==> config.mk <==
export PLATFORM = sky130hd
export DESIGN_NAME = unsigned_multiply_core
export DESIGN_NICKNAME = d
export VERILOG_FILES = /design/src/rtl/unsigned_multiply_core.sv
export SDC_FILE = /design/constraint.sdc
export NUM_CORES = 1
export LEC_CHECK = 0
export BUFFER_PORTS_ARGS = -buffer_cell sky130_fd_sc_hd__buf_2
export CAP_MARGIN = 15
export CORE_MARGIN = 10
export CORE_UTILIZATION = 50
export CTS_BUF_LIST = sky130_fd_sc_hd__clkbuf_16
export CTS_CLUSTER_SIZE = 20
export DETAILED_ROUTE_END_ITERATION = 10
export PLACE_DENSITY = 0.75
export SLEW_MARGIN = 40
export SYNTH_ARGS = -nofsm -noshare
export SYNTH_HDL_FRONTEND = slang
export SYNTH_SLANG_ARGS = --single-unit
==> constraint.sdc <==
create_clock -name clk -period 8.7 [get_ports clk]
set_input_delay 0.87 -clock clk [delete_from_list [all_inputs] [get_ports clk]]
set_output_delay 0.87 -clock clk [all_outputs]
set_load 0.02 [all_outputs]
==> src/rtl/unsigned_multiply_core.sv <==
// Two-stage unsigned multiplier. Operands are registered, then a carry-save
// AND-array with a final ripple-carry adder forms the registered product.
module unsigned_multiply_core #(
  parameter int unsigned WIDTH = 5
) (
  input  logic                 clk,
  input  logic                 rst_n,
  input  logic [WIDTH-1:0]     dataa,
  input  logic [WIDTH-1:0]     datab,
  output logic [2*WIDTH-1:0]   dataout
);

  localparam int unsigned PW = 2 * WIDTH;

  logic [WIDTH-1:0] a_q, a_d;
  logic [WIDTH-1:0] b_q, b_d;
  logic [PW-1:0]    prod_q, prod_d;

  // Partial products, per-row sum vectors and per-row carry vectors.
  // Column WIDTH-1 of every row never carries, so carry vectors are one bit narrower.
  logic [WIDTH-1:0] pp  [WIDTH];
  logic [WIDTH-1:0] s   [WIDTH];
  logic [WIDTH-2:0] c   [WIDTH];
  logic [WIDTH-1:0] fc;

  assign a_d = dataa;
  assign b_d = datab;

  // Stage 1 operand capture and stage 2 product capture
  always_ff @(posedge clk or negedge rst_n) begin
    if (!rst_n) begin
      a_q    <= '0;
      b_q    <= '0;
      prod_q <= '0;
    end else begin
      a_q    <= a_d;
      b_q    <= b_d;
      prod_q <= prod_d;
    end
  end

  // Array reduction: row i adds pp row i into the shifted previous sum/carry
  always_comb begin
    pp     = '{default: '0};
    s      = '{default: '0};
    c      = '{default: '0};
    fc     = '0;
    prod_d = '0;

    for (int unsigned i = 0; i < WIDTH; i++) begin
      for (int unsigned j = 0; j < WIDTH; j++) begin
        pp[i][j] = a_q[j] & b_q[i];
      end
    end

    s[0]      = pp[0];
    c[0]      = '0;
    prod_d[0] = s[0][0];

    for (int unsigned i = 1; i < WIDTH; i++) begin
      for (int unsigned j = 0; j < WIDTH - 1; j++) begin
        s[i][j] = pp[i][j] ^ s[i-1][j+1] ^ c[i-1][j];
        c[i][j] = (pp[i][j] & s[i-1][j+1]) |
                  (pp[i][j] & c[i-1][j])   |
                  (s[i-1][j+1] & c[i-1][j]);
      end
      s[i][WIDTH-1] = pp[i][WIDTH-1];
      prod_d[i]     = s[i][0];
    end

    // Final ripple-carry adder merges the last sum and carry vectors
    fc[0] = 1'b0;
    for (int unsigned k = 0; k < WIDTH - 1; k++) begin
      prod_d[WIDTH+k] = s[WIDTH-1][k+1] ^ c[WIDTH-1][k] ^ fc[k];
      fc[k+1]         = (s[WIDTH-1][k+1] & c[WIDTH-1][k]) |
                        (s[WIDTH-1][k+1] & fc[k])         |
                        (c[WIDTH-1][k] & fc[k]);
    end
    prod_d[PW-1] = fc[WIDTH-1];
  end

  assign dataout = prod_q;

endmodule

; ---- After elaboration in Yosys (flattened, before gate mapping)
; Cells that the tools add are included.
[classes]
bitwise = 140
[op_table]
columns = op, count
row1 = $and A1 B1 Y1, 75
row2 = $xor A1 B1 Y1, 35
row3 = $or A1 B1 Y1, 30
[word_totals]
register_bits = 20
inputBits = 12
out_inout_bits = 10
wordCells = 143

; ---- Depth between registers and ports, before layout
[depth]
word_depth = 21
mapped_depth = 11
mapped_depth_nobuf = 11

; ---- Least setup slack after synthesis
; OpenSTA, ideal clock, no wires.
[synth_timing]
path_type = reg2reg
startpoint = register b_q[1]
endpoint = register prod_q[8], in the netlist dataout[8]
setup_ps = 135
t_arrival_ps = 3639
required_ps = 8565
path_slack_ps = 4925
stages_incl_launch_ff = 12
path_buffers = 0
synth_period_minus_slack_ps = 3775
path_cell_list = dfrtp_1 > and2_1 > ha_1 > fa_1 > fa_1 > inv_1 > fa_1 > inv_1 > ha_1 > fa_1 > fa_1 > fa_1
[synth_via]
elab_chain_len = 19
elab_cells_between_ends = 99
cone_classes = 99 x bitwise
[synth_lines]
columns = element, line
row1 = from (decl), 16  ; logic [WIDTH-1:0] b_q, b_d;
row2 = from (signal assigned), 33  ; b_q <= '0;
row3 = from (signal assigned), 37  ; b_q <= b_d;
row4 = $and A1 B1 Y1, 52  ; pp[i][j] = a_q[j] & b_q[i];
row5 = $xor A1 B1 Y1 / $and A1 B1 Y1 (equally long branches), "62, 63"
row6 = $and A1 B1 Y1 (on tied branches), "63, 64"
row7 = $or A1 B1 Y1, 63  ; c[i][j] = (pp[i][j] & s[i-1][j+1]) |
row8 = $or A1 B1 Y1, 64  ; (pp[i][j] & c[i-1][j]) |
row9 = $and A1 B1 Y1, 64
row10 = $or A1 B1 Y1, 63
row11 = $or A1 B1 Y1, 64
row12 = [... 4 more ...], n/a
row13 = $and A1 B1 Y1, 76  ; (s[WIDTH-1][k+1] & fc[k]) |
row14 = $or A1 B1 Y1, 75  ; fc[k+1] = (s[WIDTH-1][k+1] & c[WIDTH-1][k]) |
row15 = $or A1 B1 Y1, 76
row16 = $and A1 B1 Y1, 76
row17 = $or A1 B1 Y1, 75
row18 = $or A1 B1 Y1, 76
row19 = $xor A1 B1 Y1 (*), 74  ; prod_d[WIDTH+k] = s[WIDTH-1][k+1] ^ c[WIDTH-1][k] ^ fc[k];
row20 = net prod_d[8], 17  ; logic [PW-1:0] prod_q, prod_d;
row21 = to (signal assigned), 38  ; prod_q <= prod_d;
row22 = to (decl), 17
; Mark *: on every way through the listed nets, which the timed path passes. The rest lies on a longest branch.

; ---- Worst setup path after layout
; Ends and elaborated chain as after synthesis.

==> reports/results.tsv <==
stage	metric	value	unit
clock_network	cts_hold_buf	0	
synthesis	ys_seq_area_share	47.4	%
routing	routedWlPerCell	13.6	um
worst_setup_path	critPathMaxFanout	5	
worst_setup_path	slowest_stage	fa_1	
clock_network	clk_latency	0.25	ns
synthesis	synth-seq-cells	20	
global_routing	grt_pass1_vias	759	
worst_setup_path	end_kind	flip-flop	
timing	period_share	45.2	%
timing	period_needed	3.93	ns
timing	fin_tns_setup	0	ns
power_and_ir_drop	power_frac_comb	25.8	%
timing	hold_violations	0	
synthesis	async_reset_ff_share	100	%
routing	num_vias	619	
floorplan	die_y	65.9	um
routing	first_pass_iters	4	
power_and_ir_drop	ir_drop	0.151	mV
synthesis	synth_area_per_cell	13.4	um^2
synthesis	synth_top_area_share	47.4	%
clock_network	cts-resized-gates	0	
worst_setup_path	reg2reg_from	b_q[1]	
routing	first_iter_violations	5	
global_routing	antenna_found_initial	0	
timing	rsz0062_at_grt	false	
timing	max_slew_margin	71.6	%
placed_design	io_buffers	21	
synthesis	synth_ff_type	dfrtp_1	
placed_design	post_dp_cell_area	1190	um^2
global_routing	grt_max_degree	21	
floorplan	rows	16	
floorplan	pin_count	22	
worst_setup_path	cp_num_cells	11	
routing	drc	0	
timing	setup_violations	0	
routing	ant_nets	0	
finish	stdcell_area	1270	um^2
placed_design	globalplace.congestion	0.758	
timing	finalMaxSlewViolations	0	
clock_network	h-tree-depth	1	
clock_network	clock_sinks	20	
worst_setup_path	crit_path_max_incr_delay	0.50	ns
worst_setup_path	reg2reg_slack	4.77	ns
power_and_ir_drop	p_int	197	uW
flow_run	cap_violations	0	
power_and_ir_drop	power	279	uW
worst_setup_path	crit_type	flip-flop to flip-flop	
synthesis	synth_cell_type_count	6	
timing	worst_pin_slew	0.426	ns
power_and_ir_drop	pwr-share-seq	40.9	%
power_and_ir_drop	powerDensity	220	nW/um^2
floorplan	coreArea	1980	um^2
worst_setup_path	arrival	4.06	ns
worst_setup_path	worstSetupStartpoint	b_q[1]	
synthesis	netlist_area	1050	um^2
floorplan	die_x	65.9	um
clock_network	cts_setup_buffers	0	
synthesis	syn_inst	79	
routing	drt_wl_total	1790	um
worst_setup_path	worstSetupEndpoint	dataout[8]	
power_and_ir_drop	pwr-share-clk	33.3	%
worst_setup_path	path_cells	and2_1 > ha_1 > fa_1 > fa_1 > inv_1 > fa_1 > inv_1 > ha_1 > fa_1 > fa_1 > fa_1	
synthesis	synth_nets	111	
power_and_ir_drop	p_leak	0.000668	uW
worst_setup_path	path_delay_family	adder cells	
global_routing	track_usage	9.81	%
synthesis	ys_top_cells_by_count	dfrtp_1, and2_1, fa_1, inv_1, nand2_1	
worst_setup_path	required	8.82	ns
timing	fmax	254	MHz
synthesis	ys_warn_count	0	
worst_setup_path	reg2reg_depth	11	
routing	viasPerCell	4.73	
global_routing	gr-total-overflow	0	
clock_network	clockRootBuffer	clkbuf_16	
placed_design	dp_hpwl	1360	um
global_routing	grt_pass1_wl	3240	um
worst_setup_path	start_kind	flip-flop	
finish	syn_to_final_growth	20.6	%
power_and_ir_drop	swShare	29.5	%
run_status	run_status	completed	
clock_network	clk_transition_reported_paths	0.05	ns
timing	fin_worst_skew	0.00118	ns
finish	nets	137	
finish	n_fill_cell	172	
worst_setup_path	critPathBufInv	2	
clock_network	cts.path.max_buffers	2	
clock_network	cts_tree	done	
synthesis	yosys.area.top_type	dfrtp_1	
power_and_ir_drop	p_sw	82.4	uW
worst_setup_path	reg2reg_to	dataout[8]	
floorplan	start_util	53.2	%
floorplan	die_area	4350	um^2
worst_setup_path	path_common_cell	fa_1	
finish	antenna_cells	0	
finish	drive_gt1_share	23.1	%
worst_hold_path	hp-class	primary input to asynchronous set/reset pin	
clock_network	numCtsBuffers	3	
synthesis	yosys-top-cells-area	dfrtp_1, fa_1, and2_1, ha_1, inv_1	
synthesis	yosysMostFrequentCell	dfrtp_1	
synthesis	synth-edff-count	0	
==> area by class of cell <==
class	count	area, um^2	area share, %
Clock buffer	3	75.1	5.90
Clock inverter	1	3.75	0.295
Multi-Input combinational cell	45	502	39.4
Sequential cell	20	500	39.3
Timing Repair Buffer	21	105	8.26
Tap cell	27	33.8	2.65
Inverter	14	52.6	4.13
==> power by group through the flow <==
| stage | Combinational (uW) | Clock (uW) | Sequential, uW |
|---|---|---|---|
| after global routing | 80.8 | 99.9 | 116 |
| after detailed placement | 72.3 | 0 | 116 |
| after global placement | 69.7 | 0 | 115 |
| final | 72.2 | 93.0 | 114 |
| after floorplan | 27.7 | 0 | 134 |
| after CTS | 74.6 | 95.2 | 114 |
==> registers in the layout, indices dropped and copies added, names as in the netlist <==
register	flops
a_q	5
b_q	5
dataout	10
==> per-layer routing <==
metal  vias up  routed length, um  global-route usage, %
met1       312                611                   8.63
met3         7                142                   4.92
met4         0                 58                   7.07
met2        18                972                   16.9
met5         -                  0                      0
li1        282                  -                      -
==> cell families after synthesis <==
kind of cell / after synthesis / synth area share (%)
adder cells (fa/ha/maj): 20 / 34.4
buffers and inverters: 14 / 4.98
flip-flops: 20 / 47.4
AND/OR/NAND/NOR: 25 / 13.2
==> per-stage QoR <==
step	util [%]	instances	worst slack [ns]	hold slack [ns]
after CTS	64.2	131	4.74	0.564
after global placement	60.2	127	4.84	0.523
after floorplan	-	79	4.93	0.493
after detailed placement	60.2	127	4.79	0.548
after global routing	64.2	131	4.64	0.582
final	64.2	131	4.77	0.549
==> worst min path at each step <==
stage	start	end	slack [ns]	cells past startpoint
3_3_place_gp	b_q[0]	dataout[0]	0.52	1
5_1_grt	rst_n	dataout[0]	0.58	1
3_5_place_dp	b_q[0]	dataout[0]	0.55	1
2_1_floorplan	b_q[0]	dataout[0]	0.49	1
6_report	rst_n	dataout[1]	0.55	1
4_1_cts	b_q[0]	dataout[0]	0.56	1
==> worst register-to-register path: stages, from the launching register on <==
cell and delay [ns]:
dfrtp_1 0.41, and2_1 0.17, ha_1 0.30, fa_1 0.41
fa_1 0.49, inv_1 0.05, fa_1 0.50, inv_1 0.05
ha_1 0.21, fa_1 0.38, fa_1 0.39, fa_1 0.43
==> placed cells by master, fill, tap and decap left out, drive strengths merged <==
cell type   n
buf        21
dfrtp      20
and2       18
fa         15
inv        14
nand2       7
ha          5
clkbuf      3
clkinv      1
No activity file was read; power rests on OpenSTA's default activity.
